File: src/rtl/uart_fifo.sv
// uart_fifo: UART with programmable baud period, optional parity, and
// show-ahead TX/RX FIFOs with occupancy reporting and sticky RX error flags.
module uart_fifo #(
    parameter int DATA_BITS  = 8,
    parameter int FIFO_DEPTH = 8,
    parameter int PARITY_EN  = 0,
    parameter int PARITY_ODD = 0,
    parameter int BAUD_RESET = 1000
) (
    input  logic                          clk,
    input  logic                          rst,
    input  logic                          baud_we,
    input  logic [31:0]                   set_baud,
    output logic [31:0]                   get_baud,
    input  logic                          tx_push,
    input  logic [31:0]                   tx_wdata,
    output logic                          tx_full,
    output logic [$clog2(FIFO_DEPTH):0]   tx_level,
    output logic                          tx_busy,
    input  logic                          rx_pop,
    output logic [31:0]                   rx_rdata,
    output logic                          rx_empty,
    output logic [$clog2(FIFO_DEPTH):0]   rx_level,
    output logic                          rx_overrun,
    output logic                          rx_frame_err,
    output logic                          rx_parity_err,
    input  logic                          err_clr,
    input  logic                          RX,
    output logic                          TX
);
    localparam int AW = $clog2(FIFO_DEPTH);
    localparam int LW = AW + 1;
    localparam logic [2:0] LAST_BIT = 3'(DATA_BITS - 1);
    localparam logic       ODD      = 1'(PARITY_ODD);

    typedef enum logic [2:0] {S_IDLE, S_START, S_DATA, S_PARITY, S_STOP, S_WAIT} state_t;

    // Upper write-data bits beyond the character width carry no meaning.
    logic unused_wdata;
    assign unused_wdata = ^tx_wdata[31:DATA_BITS];

    // ---------------- baud register ----------------
    logic [31:0] baud_q, baud_d;

    // Programmed period, clamped so half-bit timing is never zero.
    always_comb begin
        baud_d = baud_q;
        if (baud_we) baud_d = (set_baud < 32'd2) ? 32'd2 : set_baud;
    end

    // ---------------- TX FIFO + engine ----------------
    logic [DATA_BITS-1:0] tx_mem [FIFO_DEPTH];
    logic [AW-1:0]        tx_wp_q, tx_wp_d, tx_rp_q, tx_rp_d;
    logic [LW-1:0]        tx_cnt_q, tx_cnt_d;
    logic                 tx_push_ok, tx_load;
    logic [DATA_BITS-1:0] tx_head;

    state_t               tx_st_q, tx_st_d;
    logic [31:0]          tx_tick_q, tx_tick_d, tx_per_q, tx_per_d;
    logic [2:0]           tx_bit_q, tx_bit_d;
    logic [DATA_BITS-1:0] tx_sh_q, tx_sh_d;
    logic                 tx_par_q, tx_par_d, tx_line_q, tx_line_d, tx_bit_end;

    assign tx_full    = (tx_cnt_q == LW'(FIFO_DEPTH));
    assign tx_push_ok = tx_push && !tx_full;
    assign tx_head    = tx_mem[tx_rp_q];
    assign tx_bit_end = (tx_tick_q == tx_per_q - 32'd1);

    // TX bit sequencer; tx_load pops the FIFO head into the shifter at frame start.
    always_comb begin
        tx_st_d   = tx_st_q;
        tx_tick_d = tx_bit_end ? 32'd0 : tx_tick_q + 32'd1;
        tx_per_d  = tx_per_q;
        tx_bit_d  = tx_bit_q;
        tx_sh_d   = tx_sh_q;
        tx_par_d  = tx_par_q;
        tx_line_d = tx_line_q;
        tx_load   = 1'b0;
        case (tx_st_q)
            S_IDLE: begin
                tx_tick_d = 32'd0;
                if (tx_cnt_q != '0) tx_load = 1'b1;
            end
            S_START: if (tx_bit_end) begin
                tx_line_d = tx_sh_q[0];
                tx_sh_d   = tx_sh_q >> 1;
                tx_bit_d  = 3'd0;
                tx_st_d   = S_DATA;
            end
            S_DATA: if (tx_bit_end) begin
                if (tx_bit_q == LAST_BIT) begin
                    if (PARITY_EN != 0) begin
                        tx_line_d = tx_par_q;
                        tx_st_d   = S_PARITY;
                    end else begin
                        tx_line_d = 1'b1;
                        tx_st_d   = S_STOP;
                    end
                end else begin
                    tx_line_d = tx_sh_q[0];
                    tx_sh_d   = tx_sh_q >> 1;
                    tx_bit_d  = tx_bit_q + 3'd1;
                end
            end
            S_PARITY: if (tx_bit_end) begin
                tx_line_d = 1'b1;
                tx_st_d   = S_STOP;
            end
            S_STOP: if (tx_bit_end) begin
                // Chain straight into the next start bit when more data waits.
                if (tx_cnt_q != '0) tx_load = 1'b1;
                else                tx_st_d = S_IDLE;
            end
            default: tx_st_d = S_IDLE;
        endcase
        if (tx_load) begin
            tx_st_d   = S_START;
            tx_tick_d = 32'd0;
            tx_per_d  = baud_q;
            tx_sh_d   = tx_head;
            tx_par_d  = ^tx_head ^ ODD;
            tx_line_d = 1'b0;
        end
    end

    // TX FIFO pointer and occupancy update.
    always_comb begin
        tx_wp_d  = tx_wp_q + AW'(tx_push_ok);
        tx_rp_d  = tx_rp_q + AW'(tx_load);
        tx_cnt_d = tx_cnt_q + LW'(tx_push_ok) - LW'(tx_load);
    end

    // TX FIFO storage write.
    always_ff @(posedge clk) begin
        if (tx_push_ok) tx_mem[tx_wp_q] <= tx_wdata[DATA_BITS-1:0];
    end

    // ---------------- RX synchroniser + engine ----------------
    logic                 rx_s1_q, rx_s2_q, rx_prev_q;
    state_t               rx_st_q, rx_st_d;
    logic [31:0]          rx_tick_q, rx_tick_d, rx_per_q, rx_per_d;
    logic [2:0]           rx_bit_q, rx_bit_d;
    logic [DATA_BITS-1:0] rx_sh_q, rx_sh_d;
    logic                 rx_perr_q, rx_perr_d;
    logic                 rx_bit_end, rx_half_end;
    logic                 eng_push, frame_evt, par_evt, ovr_evt;

    assign rx_bit_end  = (rx_tick_q == rx_per_q - 32'd1);
    assign rx_half_end = (rx_tick_q == (rx_per_q >> 1) - 32'd1);

    // RX sampler: start bit checked at mid-bit, later bits one period apart.
    always_comb begin
        rx_st_d   = rx_st_q;
        rx_tick_d = rx_tick_q + 32'd1;
        rx_per_d  = rx_per_q;
        rx_bit_d  = rx_bit_q;
        rx_sh_d   = rx_sh_q;
        rx_perr_d = rx_perr_q;
        eng_push  = 1'b0;
        frame_evt = 1'b0;
        par_evt   = 1'b0;
        case (rx_st_q)
            S_IDLE: begin
                rx_tick_d = 32'd0;
                if (rx_prev_q && !rx_s2_q) begin
                    rx_st_d   = S_START;
                    rx_per_d  = baud_q;
                    rx_perr_d = 1'b0;
                end
            end
            S_START: if (rx_half_end) begin
                rx_tick_d = 32'd0;
                rx_bit_d  = 3'd0;
                rx_st_d   = rx_s2_q ? S_IDLE : S_DATA;
            end
            S_DATA: if (rx_bit_end) begin
                rx_tick_d = 32'd0;
                rx_sh_d   = {rx_s2_q, rx_sh_q[DATA_BITS-1:1]};
                if (rx_bit_q == LAST_BIT) rx_st_d = (PARITY_EN != 0) ? S_PARITY : S_STOP;
                else                      rx_bit_d = rx_bit_q + 3'd1;
            end
            S_PARITY: if (rx_bit_end) begin
                rx_tick_d = 32'd0;
                rx_perr_d = ((^rx_sh_q) ^ rx_s2_q) != ODD;
                rx_st_d   = S_STOP;
            end
            S_STOP: if (rx_bit_end) begin
                rx_tick_d = 32'd0;
                if (rx_s2_q) begin
                    eng_push = 1'b1;
                    par_evt  = rx_perr_q;
                    rx_st_d  = S_IDLE;
                end else begin
                    frame_evt = 1'b1;
                    rx_st_d   = S_WAIT;
                end
            end
            S_WAIT: begin
                rx_tick_d = 32'd0;
                if (rx_s2_q) rx_st_d = S_IDLE;
            end
            default: rx_st_d = S_IDLE;
        endcase
    end

    // ---------------- RX FIFO + flags ----------------
    logic [DATA_BITS-1:0] rx_mem [FIFO_DEPTH];
    logic [AW-1:0]        rx_wp_q, rx_wp_d, rx_rp_q, rx_rp_d;
    logic [LW-1:0]        rx_cnt_q, rx_cnt_d;
    logic                 rx_pop_ok, rx_push_ok, rx_full;
    logic                 ovr_q, ovr_d, ferr_q, ferr_d, perr_flag_q, perr_flag_d;

    assign rx_full    = (rx_cnt_q == LW'(FIFO_DEPTH));
    assign rx_pop_ok  = rx_pop && (rx_cnt_q != '0);
    // A pop in the same cycle frees the slot the incoming character needs.
    assign rx_push_ok = eng_push && (!rx_full || rx_pop_ok);
    assign ovr_evt    = eng_push && rx_full && !rx_pop_ok;

    // RX FIFO pointers and sticky flags; a same-cycle event beats err_clr.
    always_comb begin
        rx_wp_d     = rx_wp_q + AW'(rx_push_ok);
        rx_rp_d     = rx_rp_q + AW'(rx_pop_ok);
        rx_cnt_d    = rx_cnt_q + LW'(rx_push_ok) - LW'(rx_pop_ok);
        ovr_d       = (ovr_q & ~err_clr) | ovr_evt;
        ferr_d      = (ferr_q & ~err_clr) | frame_evt;
        perr_flag_d = (perr_flag_q & ~err_clr) | par_evt;
    end

    // RX FIFO storage write.
    always_ff @(posedge clk) begin
        if (rx_push_ok) rx_mem[rx_wp_q] <= rx_sh_q;
    end

    // Datapath registers that need no reset.
    always_ff @(posedge clk) begin
        tx_per_q <= tx_per_d;
        tx_sh_q  <= tx_sh_d;
        tx_par_q <= tx_par_d;
        rx_per_q <= rx_per_d;
        rx_sh_q  <= rx_sh_d;
    end

    // Control state with synchronous reset.
    always_ff @(posedge clk) begin
        if (rst) begin
            baud_q      <= 32'(BAUD_RESET);
            tx_wp_q     <= '0;
            tx_rp_q     <= '0;
            tx_cnt_q    <= '0;
            tx_st_q     <= S_IDLE;
            tx_tick_q   <= '0;
            tx_bit_q    <= '0;
            tx_line_q   <= 1'b1;
            rx_s1_q     <= 1'b1;
            rx_s2_q     <= 1'b1;
            rx_prev_q   <= 1'b1;
            rx_st_q     <= S_IDLE;
            rx_tick_q   <= '0;
            rx_bit_q    <= '0;
            rx_perr_q   <= 1'b0;
            rx_wp_q     <= '0;
            rx_rp_q     <= '0;
            rx_cnt_q    <= '0;
            ovr_q       <= 1'b0;
            ferr_q      <= 1'b0;
            perr_flag_q <= 1'b0;
        end else begin
            baud_q      <= baud_d;
            tx_wp_q     <= tx_wp_d;
            tx_rp_q     <= tx_rp_d;
            tx_cnt_q    <= tx_cnt_d;
            tx_st_q     <= tx_st_d;
            tx_tick_q   <= tx_tick_d;
            tx_bit_q    <= tx_bit_d;
            tx_line_q   <= tx_line_d;
            rx_s1_q     <= RX;
            rx_s2_q     <= rx_s1_q;
            rx_prev_q   <= rx_s2_q;
            rx_st_q     <= rx_st_d;
            rx_tick_q   <= rx_tick_d;
            rx_bit_q    <= rx_bit_d;
            rx_perr_q   <= rx_perr_d;
            rx_wp_q     <= rx_wp_d;
            rx_rp_q     <= rx_rp_d;
            rx_cnt_q    <= rx_cnt_d;
            ovr_q       <= ovr_d;
            ferr_q      <= ferr_d;
            perr_flag_q <= perr_flag_d;
        end
    end

    assign get_baud      = baud_q;
    assign tx_level      = tx_cnt_q;
    assign tx_busy       = (tx_st_q != S_IDLE);
    assign TX            = tx_line_q;
    assign rx_level      = rx_cnt_q;
    assign rx_empty      = (rx_cnt_q == '0);
    assign rx_rdata      = rx_empty ? 32'd0 : 32'(rx_mem[rx_rp_q]);
    assign rx_overrun    = ovr_q;
    assign rx_frame_err  = ferr_q;
    assign rx_parity_err = perr_flag_q;

endmodule
File: config.mk
export PLATFORM = sky130hd
export DESIGN_NAME = uart_fifo
export DESIGN_NICKNAME = d
export VERILOG_FILES = /design/src/rtl/uart_fifo.sv
export SDC_FILE = /design/constraint.sdc
export NUM_CORES = 1
export LEC_CHECK = 0
export BUFFER_PORTS_ARGS = -buffer_cell sky130_fd_sc_hd__buf_4
export CAP_MARGIN = 20
export CORE_ASPECT_RATIO = 0.6
export CORE_MARGIN = 1
export CORE_UTILIZATION = 60
export CTS_CLUSTER_DIAMETER = 30
export CTS_CLUSTER_SIZE = 25
export DETAILED_ROUTE_END_ITERATION = 10
export PLACE_DENSITY = 0.8
export SLEW_MARGIN = 25
export SYNTH_ARGS = -nofsm -noshare
export SYNTH_HDL_FRONTEND = slang
export SYNTH_SLANG_ARGS = --single-unit
File: constraint.sdc
create_clock -name clk -period 5 [get_ports clk]
set_input_delay 1 -clock clk [delete_from_list [all_inputs] [get_ports clk]]
set_output_delay 1 -clock clk [all_outputs]
set_load 0.01 [all_outputs]
==> results.sh, run 1 <==
export IMPL_status="finished, violations left"
export IMPL_violations="DRC"
export IMPL_arrival_ns=5.21
export IMPL_power_per_cell_area_nw_per_um2=436
export IMPL_die_h_um=133
export IMPL_clockBufferDepth=3
export IMPL_fin_cells=2027
export IMPL_cp_num_buf_inv=2
export IMPL_syn2layout_area_growth_pct=15.8
export IMPL_hp_class="register to register"
export IMPL_worstMarginPinSlew_ns=0.952
export IMPL_min_period_ns=4.80
export IMPL_cp_data_required_time_ns=5.41
export IMPL_syn_inst=1509
export IMPL_slowest_delay_ns=0.59
export IMPL_dieArea_sq_um=29100
export IMPL_nets=1724
export IMPL_boundaryPins=150
export IMPL_holdWs_ns=0.428
export IMPL_critical_path_class="register to register"
export IMPL_hpwl_mm=30.2
export IMPL_p_total_mw=8.63
export IMPL_ant_nets=0
export IMPL_grt_pass1_vias=11900
export IMPL_ys_flop_type="edfxtp_1"
export IMPL_antenna_cells=0
export IMPL_peakVddDrop_mv=0.399
export IMPL_cts_sinks=344
export IMPL_cap_violations=0
export IMPL_netlist_area_sq_um=17100
export IMPL_crit_family="simple AND/OR/NAND/NOR gates"
export IMPL_die_w_um=220
export IMPL_placed_cells=1945
export IMPL_skew_ns=0.0356
export IMPL_ys_async_sr_fraction=0
export IMPL_slowest_stage="or4_1"
export IMPL_postCtsSetupBuffers=0
export IMPL_antenna_found_initial=0
export IMPL_synth_cell_types=86
export IMPL_ys_seq_area_frac=0.525
export IMPL_drv_slew=0
export IMPL_period_share=0.959
export IMPL_max_freq_mhz=209
export IMPL_h_tree_depth=2
export IMPL_rows=47
export IMPL_synth_edf_count=208
export IMPL_rsz0062_at_grt="no"
export IMPL_path_clk_slew_ns=0.06
export IMPL_viasPerCell=6.13
export IMPL_startpoint_type="register"
export IMPL_cts_buffers=44
export IMPL_grt_use_total=0.299
export IMPL_path_cells="nor4_1 -> nand4_1 -> o31ai_2 -> nand4_1 -> or4_1 -> nor4_2 -> and4bb_2 -> nand2_1 -> ha_1 -> inv_1 -> ha_1 -> inv_1 -> fa_1 -> xor2_1 -> nor2_1"
export IMPL_cts_tree="yes"
export IMPL_grt_start_max_net_pins=66
export IMPL_clkLatencyLatePin_ns=0.56
export IMPL_io_buffers=101
export IMPL_drtPass1Iterations=8
export IMPL_avgSynthCellArea_sq_um=11.3
export IMPL_final_hold_viol_count=0
export IMPL_end_kind="register"
export IMPL_totalWireLength_mm=42.8
export IMPL_n_fill_cell=1964
export IMPL_yosys_warnings=0
export IMPL_synth_ff_latch_count=344
export IMPL_crit_path_max_fanout=8
export IMPL_place_gp_congestion=0.974
export IMPL_p_leak_nw=6.91
export IMPL_drt_initial_drc_count=1510
export IMPL_post_route_cells_drive_above_1_share=0.189
export IMPL_post_route_drc_count=18
export IMPL_setup_viol=0
export IMPL_fin_tns_setup_ns=0
export IMPL_slew_headroom=0.364
export IMPL_grt_pass1_wl_mm=67.0
export IMPL_via_count=12400
export IMPL_grt_overflow_total=0
export IMPL_root_buffer="clkbuf_16"
export IMPL_start_util=0.615
export IMPL_core_area_sq_um=27800
export IMPL_wl_per_cell_um=21.1
cells by family after synthesis:
group                    share of synthesized area
other                                     0.000220
AND/OR/NAND/NOR                              0.174
flip-flops                                   0.525
multiplexers                                0.0828
adder cells (fa/ha/maj)                     0.0221
buffers and inverters                       0.0386
XOR/XNOR                                     0.105
AO/OA/AOI/OAI                               0.0523
worst register-to-register path, stage by stage, from the launching register on:
cell,delay [ns]
edfxtp_1,0.55
nor4_1,0.54
nand4_1,0.44
o31ai_2,0.38
nand4_1,0.16
or4_1,0.59
nor4_2,0.45
and4bb_2,0.32
nand2_1,0.09
ha_1,0.28
inv_1,0.06
ha_1,0.16
inv_1,0.06
fa_1,0.38
xor2_1,0.17
nor2_1,0.05
final timing paths:
| path | from | endpoint | slack (ns) | depth (start not counted) |
|---|---|---|---|---|
| worst max-delay path | rx_per_q[11] | rx_level[2] | 0.20 | 15 |
| worst min-delay path | rx_s1_q | rx_s2_q | 0.43 | 1 |
| worst max register to register | rx_per_q[11] | rx_level[2] | 0.20 | 15 |
| worst min register to register | rx_s1_q | rx_s2_q | 0.43 | 1 |
power breakdown:
part / switching (mW) / total, mW / internal [mW] / leakage (nW)
Clock: 1.37 / 3.14 / 1.77 / 0.720
Combinational: 0.940 / 1.78 / 0.845 / 3.17
Sequential: 0.353 / 3.70 / 3.35 / 3.02
state kept, by name, summed over array words and instances, names as in the netlist, 3 cells and up:
name and flops:
get_baud 32, rx_bit_q 3, rx_level 4, rx_mem 64, rx_per_q 32, rx_rp_q 3, rx_sh_q 8, rx_st_q 3
rx_tick_q 32, rx_wp_q 3, tx_bit_q 3, tx_level 4, tx_mem 64, tx_per_q 32, tx_rp_q 3, tx_sh_q 8
tx_st_q 3, tx_tick_q 32, tx_wp_q 3
synthesized netlist by cell type, drive strengths merged (9+ instances only):
cell type	n	area share
edfxtp	208	0.37
nor2	185	0.041
dfxtp	136	0.16
xnor2	129	0.066
nand2	76	0.017
xor2	75	0.038
clkbuf	60	0.013
buf	50	0.017
mux2i	49	0.029
nand3	49	0.015
nor4	47	0.018
nand4	39	0.014
nor3	36	0.011
inv	35	0.0077
mux4	32	0.042
ha	27	0.020
a21oi	20	0.0059
and3	19	0.0070
nor2b	19	0.0070
mux2	18	0.012
nand2b	16	0.0059
or4	16	0.0070
o21ai	12	0.0035
or3	10	0.0037
o211ai	9	0.0040
cells in the final DEF (no fill, tap or decap), drive strengths merged, types with 5 or more instances in the layout:
cell     count
a2111oi      6
a211oi       8
a21oi       20
a31oi        6
and2         6
and3        19
and4         6
buf        156
clkbuf      49
clkinv       8
conb        24
dfxtp      136
edfxtp     208
ha          27
inv         57
mux2        18
mux2i       49
mux4        32
nand2       76
nand2b      16
nand3       49
nand3b       5
nand4       39
nor2       185
nor2b       19
nor3        36
nor4        47
nor4b        8
o2111ai      5
o211ai       9
o21a         5
o21ai       12
o31a         6
o31ai        5
or2          7
or3         10
or4         16
or4b         8
xnor2      129
xor2        75
per-stage QoR:
| stage | worst slack [ns] | area (sq um) | utilization |
|---|---|---|---|
| after floorplan | 0.576 | 17200 | - |
| after global placement | 0.408 | 18300 | 0.658 |
| after detailed placement | 0.338 | 18300 | 0.658 |
| after CTS | 0.300 | 19800 | 0.712 |
| after global routing | 0.0226 | 19800 | 0.712 |
| final | 0.204 | 19800 | 0.712 |
timing repair:
| action | 4_1_cts | 5_1_grt |
|---|---|---|
| hold endpoints to repair | 0 | 0 |
| gates resized for setup | 0 | 2 |
| hold buffers | 0 | 0 |
| setup endpoints to repair | 0 | 3 |
final cells by class:
cell class	instances	area, sq um	area share
clock inverters	33	320	0.0162
flip-flops and latches	344	8970	0.454
multi-input cells	1042	7550	0.382
inverters	36	135	0.00684
well taps	367	459	0.0232
clock buffers	49	1160	0.0588
repair buffers	156	1170	0.0593
per-layer routing:
layer | vias to the layer above | global-route usage | wire [um]
met5 | - | 0 | 0
met4 | 0 | 0.0709 | 796
met3 | 75 | 0.0692 | 3910
met2 | 555 | 0.423 | 18200
met1 | 6081 | 0.462 | 19900
li1 | 5714 | - | -
Note: power is estimated with default switching activity, not from simulation.
==> run 2, diff against run 1 <==
Clock period 5 ns to 4.5 ns, I/O delays scaled along.
==> run 2 against run 1 <==
Compared with the run above:
- the run still ends with DRC left
- flip-flop and latch count unchanged
- sequential share of layout area decreased by 1.5 points
- via count is 2.9% higher
- count of clock-buffer cells in the layout down 6
- hold slack lost 0.0094 ns
- global-route usage up 0.73 points
- design area rose by 3.4%
- combinational power grew 18%
- maximum frequency is 9.9% higher
- critical endpoint unchanged
- largest cell class unchanged
==> results.sh, run 2 (synthesis gave the netlist of run 1 again) <==
export IMPL_antenna_cells=0
export IMPL_reg_top3="rx_mem: 64 flops, tx_mem: 64 flops"
export IMPL_fin_cells=2085
export IMPL_cts_buffers=43
export IMPL_path_clk_slew_ns=0.06
export IMPL_place_gp_congestion=1.03
export IMPL_root_buffer="clkbuf_16"
export IMPL_post_route_drc_count=20
export IMPL_boundaryPins=150
export IMPL_antenna_found_initial=1
export IMPL_start_util=0.615
export IMPL_placed_cells=1990
export IMPL_cp_data_required_time_ns=4.92
export IMPL_status="finished, violations left"
export IMPL_max_freq_mhz=229
export IMPL_post_route_util=0.736
export IMPL_min_period_ns=4.36
export IMPL_grt_pass1_vias=12100
export IMPL_nets=1784
export IMPL_wl_per_cell_um=21.4
export IMPL_cts_tree="yes"
export IMPL_final_hold_viol_count=0
export IMPL_cts_sinks=344
export IMPL_peakVddDrop_mv=0.470
export IMPL_rows=47
export IMPL_stdcell_area_sq_um=20400
export IMPL_h_tree_depth=2
export IMPL_die_w_um=220
export IMPL_grt_start_max_net_pins=66
export IMPL_grt_overflow_total=0
export IMPL_hp_class="register to register"
export IMPL_grt_pass1_wl_mm=68.2
export IMPL_crit_path_max_fanout=5
export IMPL_drv_slew=0
export IMPL_io_buffers=101
export IMPL_p_total_mw=9.80
export IMPL_via_count=12800
export IMPL_n_fill_cell=1902
export IMPL_dieArea_sq_um=29100
export IMPL_cts_hold_buf=0
export IMPL_clkLatencyLatePin_ns=0.56
export IMPL_dp_slack_ns=-0.0598
export IMPL_end_kind="register"
export IMPL_critical_path_class="register to register"
export IMPL_drtPass1Iterations=8
export IMPL_hpwl_mm=31.3
export IMPL_die_h_um=133
export IMPL_startpoint_type="register"
export IMPL_cap_violations=0
export IMPL_core_area_sq_um=27800
export IMPL_arrival_ns=4.78
export IMPL_setup_viol=0
export IMPL_grt_use_total=0.306
export IMPL_p_leak_nw=7.27
export IMPL_viasPerCell=6.13
export IMPL_totalWireLength_mm=44.6
export IMPL_clockBufferDepth=3
export IMPL_period_share=0.970
export IMPL_worstMarginPinSlew_ns=0.938
export IMPL_ant_nets=0
export IMPL_drt_initial_drc_count=1502
export IMPL_setup_ws_ns=0.137
export IMPL_violations="DRC"
export IMPL_post_route_cells_drive_above_1_share=0.236
export IMPL_skew_ns=0.0287
export IMPL_dpl_cell_area_sq_um=18600
export IMPL_layout_common_cells="buf_4, edfxtp_1, nor2_1, dfxtp_1, xnor2_1"
export IMPL_power_per_cell_area_nw_per_um2=479
export IMPL_slew_headroom=0.372
export IMPL_syn2layout_area_growth_pct=19.7
export IMPL_layout_commonest_cell="buf_4"
==> run 2: changes by cell type in the layout (fill, tap and decap cells not counted), sizes merged <==
cell and change:
bufinv +4, inv -1, buf +61, clkinvlp +2, clkbuf -6, clkinv -2
==> run 2: final timing paths <==
path	start	end	slack, ns	cells past startpoint
hold reg to reg	rx_s1_q	rx_s2_q	0.42	1
hold / removal	rx_s1_q	rx_s2_q	0.42	1
setup / recovery	rx_per_q[7]	rx_level[2]	0.14	19
setup reg to reg	rx_per_q[7]	rx_level[2]	0.14	19
==> run 2: worst max-delay path, stage by stage, from the launching register on <==
cell	delay (ns)
edfxtp_1	0.47
nor4_2	0.33
buf_4	0.18
nand4_1	0.15
buf_4	0.19
buf_6	0.12
nor4_2	0.36
o21ai_0	0.17
or3_4	0.43
nor4_4	0.23
buf_4	0.18
and4bb_2	0.24
nand2_1	0.08
ha_1	0.27
inv_1	0.06
ha_2	0.17
inv_1	0.05
fa_1	0.37
xor2_1	0.14
nor2_1	0.05
==> run 2: per-stage QoR <==
| step | hold slack [ns] | setup TNS (ns) |
|---|---|---|
| floorplan | 0.389 | 0 |
| finish | 0.419 | 0 |
| global placement | 0.404 | 0 |
| CTS | 0.420 | 0 |
| global route | 0.430 | -0.125 |
| detailed placement | 0.405 | -0.0598 |
==> run 2: what timing repair did <==
item	in CTS	in global routing
gates resized for setup	4	44
pin swaps	3	18
setup buffers	2	14
setup endpoints to repair	3	39
==> run 2: metal layers <==
layer,part of all wire,track usage,vias to the layer above
li1,-,-,5823
met1,0.46,0.470,6303
met2,0.43,0.437,599
met3,0.095,0.0676,57
met4,0.017,0.0785,0
met5,0,0,-
==> run 2: area by class of cell <==
| cell class | count | area (sq um) | share of cell area |
|---|---|---|---|
| flip-flops and latches | 344 | 8970 | 0.439 |
| clock buffers | 43 | 1080 | 0.0527 |
| repair buffers | 217 | 1640 | 0.0801 |
| inverters | 36 | 135 | 0.00661 |
| well taps | 367 | 459 | 0.0225 |
| clock inverters | 36 | 413 | 0.0202 |
| multi-input cells | 1042 | 7740 | 0.379 |
==> run 2: report_power, final <==
part / total [mW] / internal, mW / leakage (nW) / switching, mW
Clock: 3.59 / 2.07 / 0.719 / 1.52
Sequential: 4.11 / 3.72 / 3.02 / 0.393
Combinational: 2.10 / 1.02 / 3.53 / 1.08
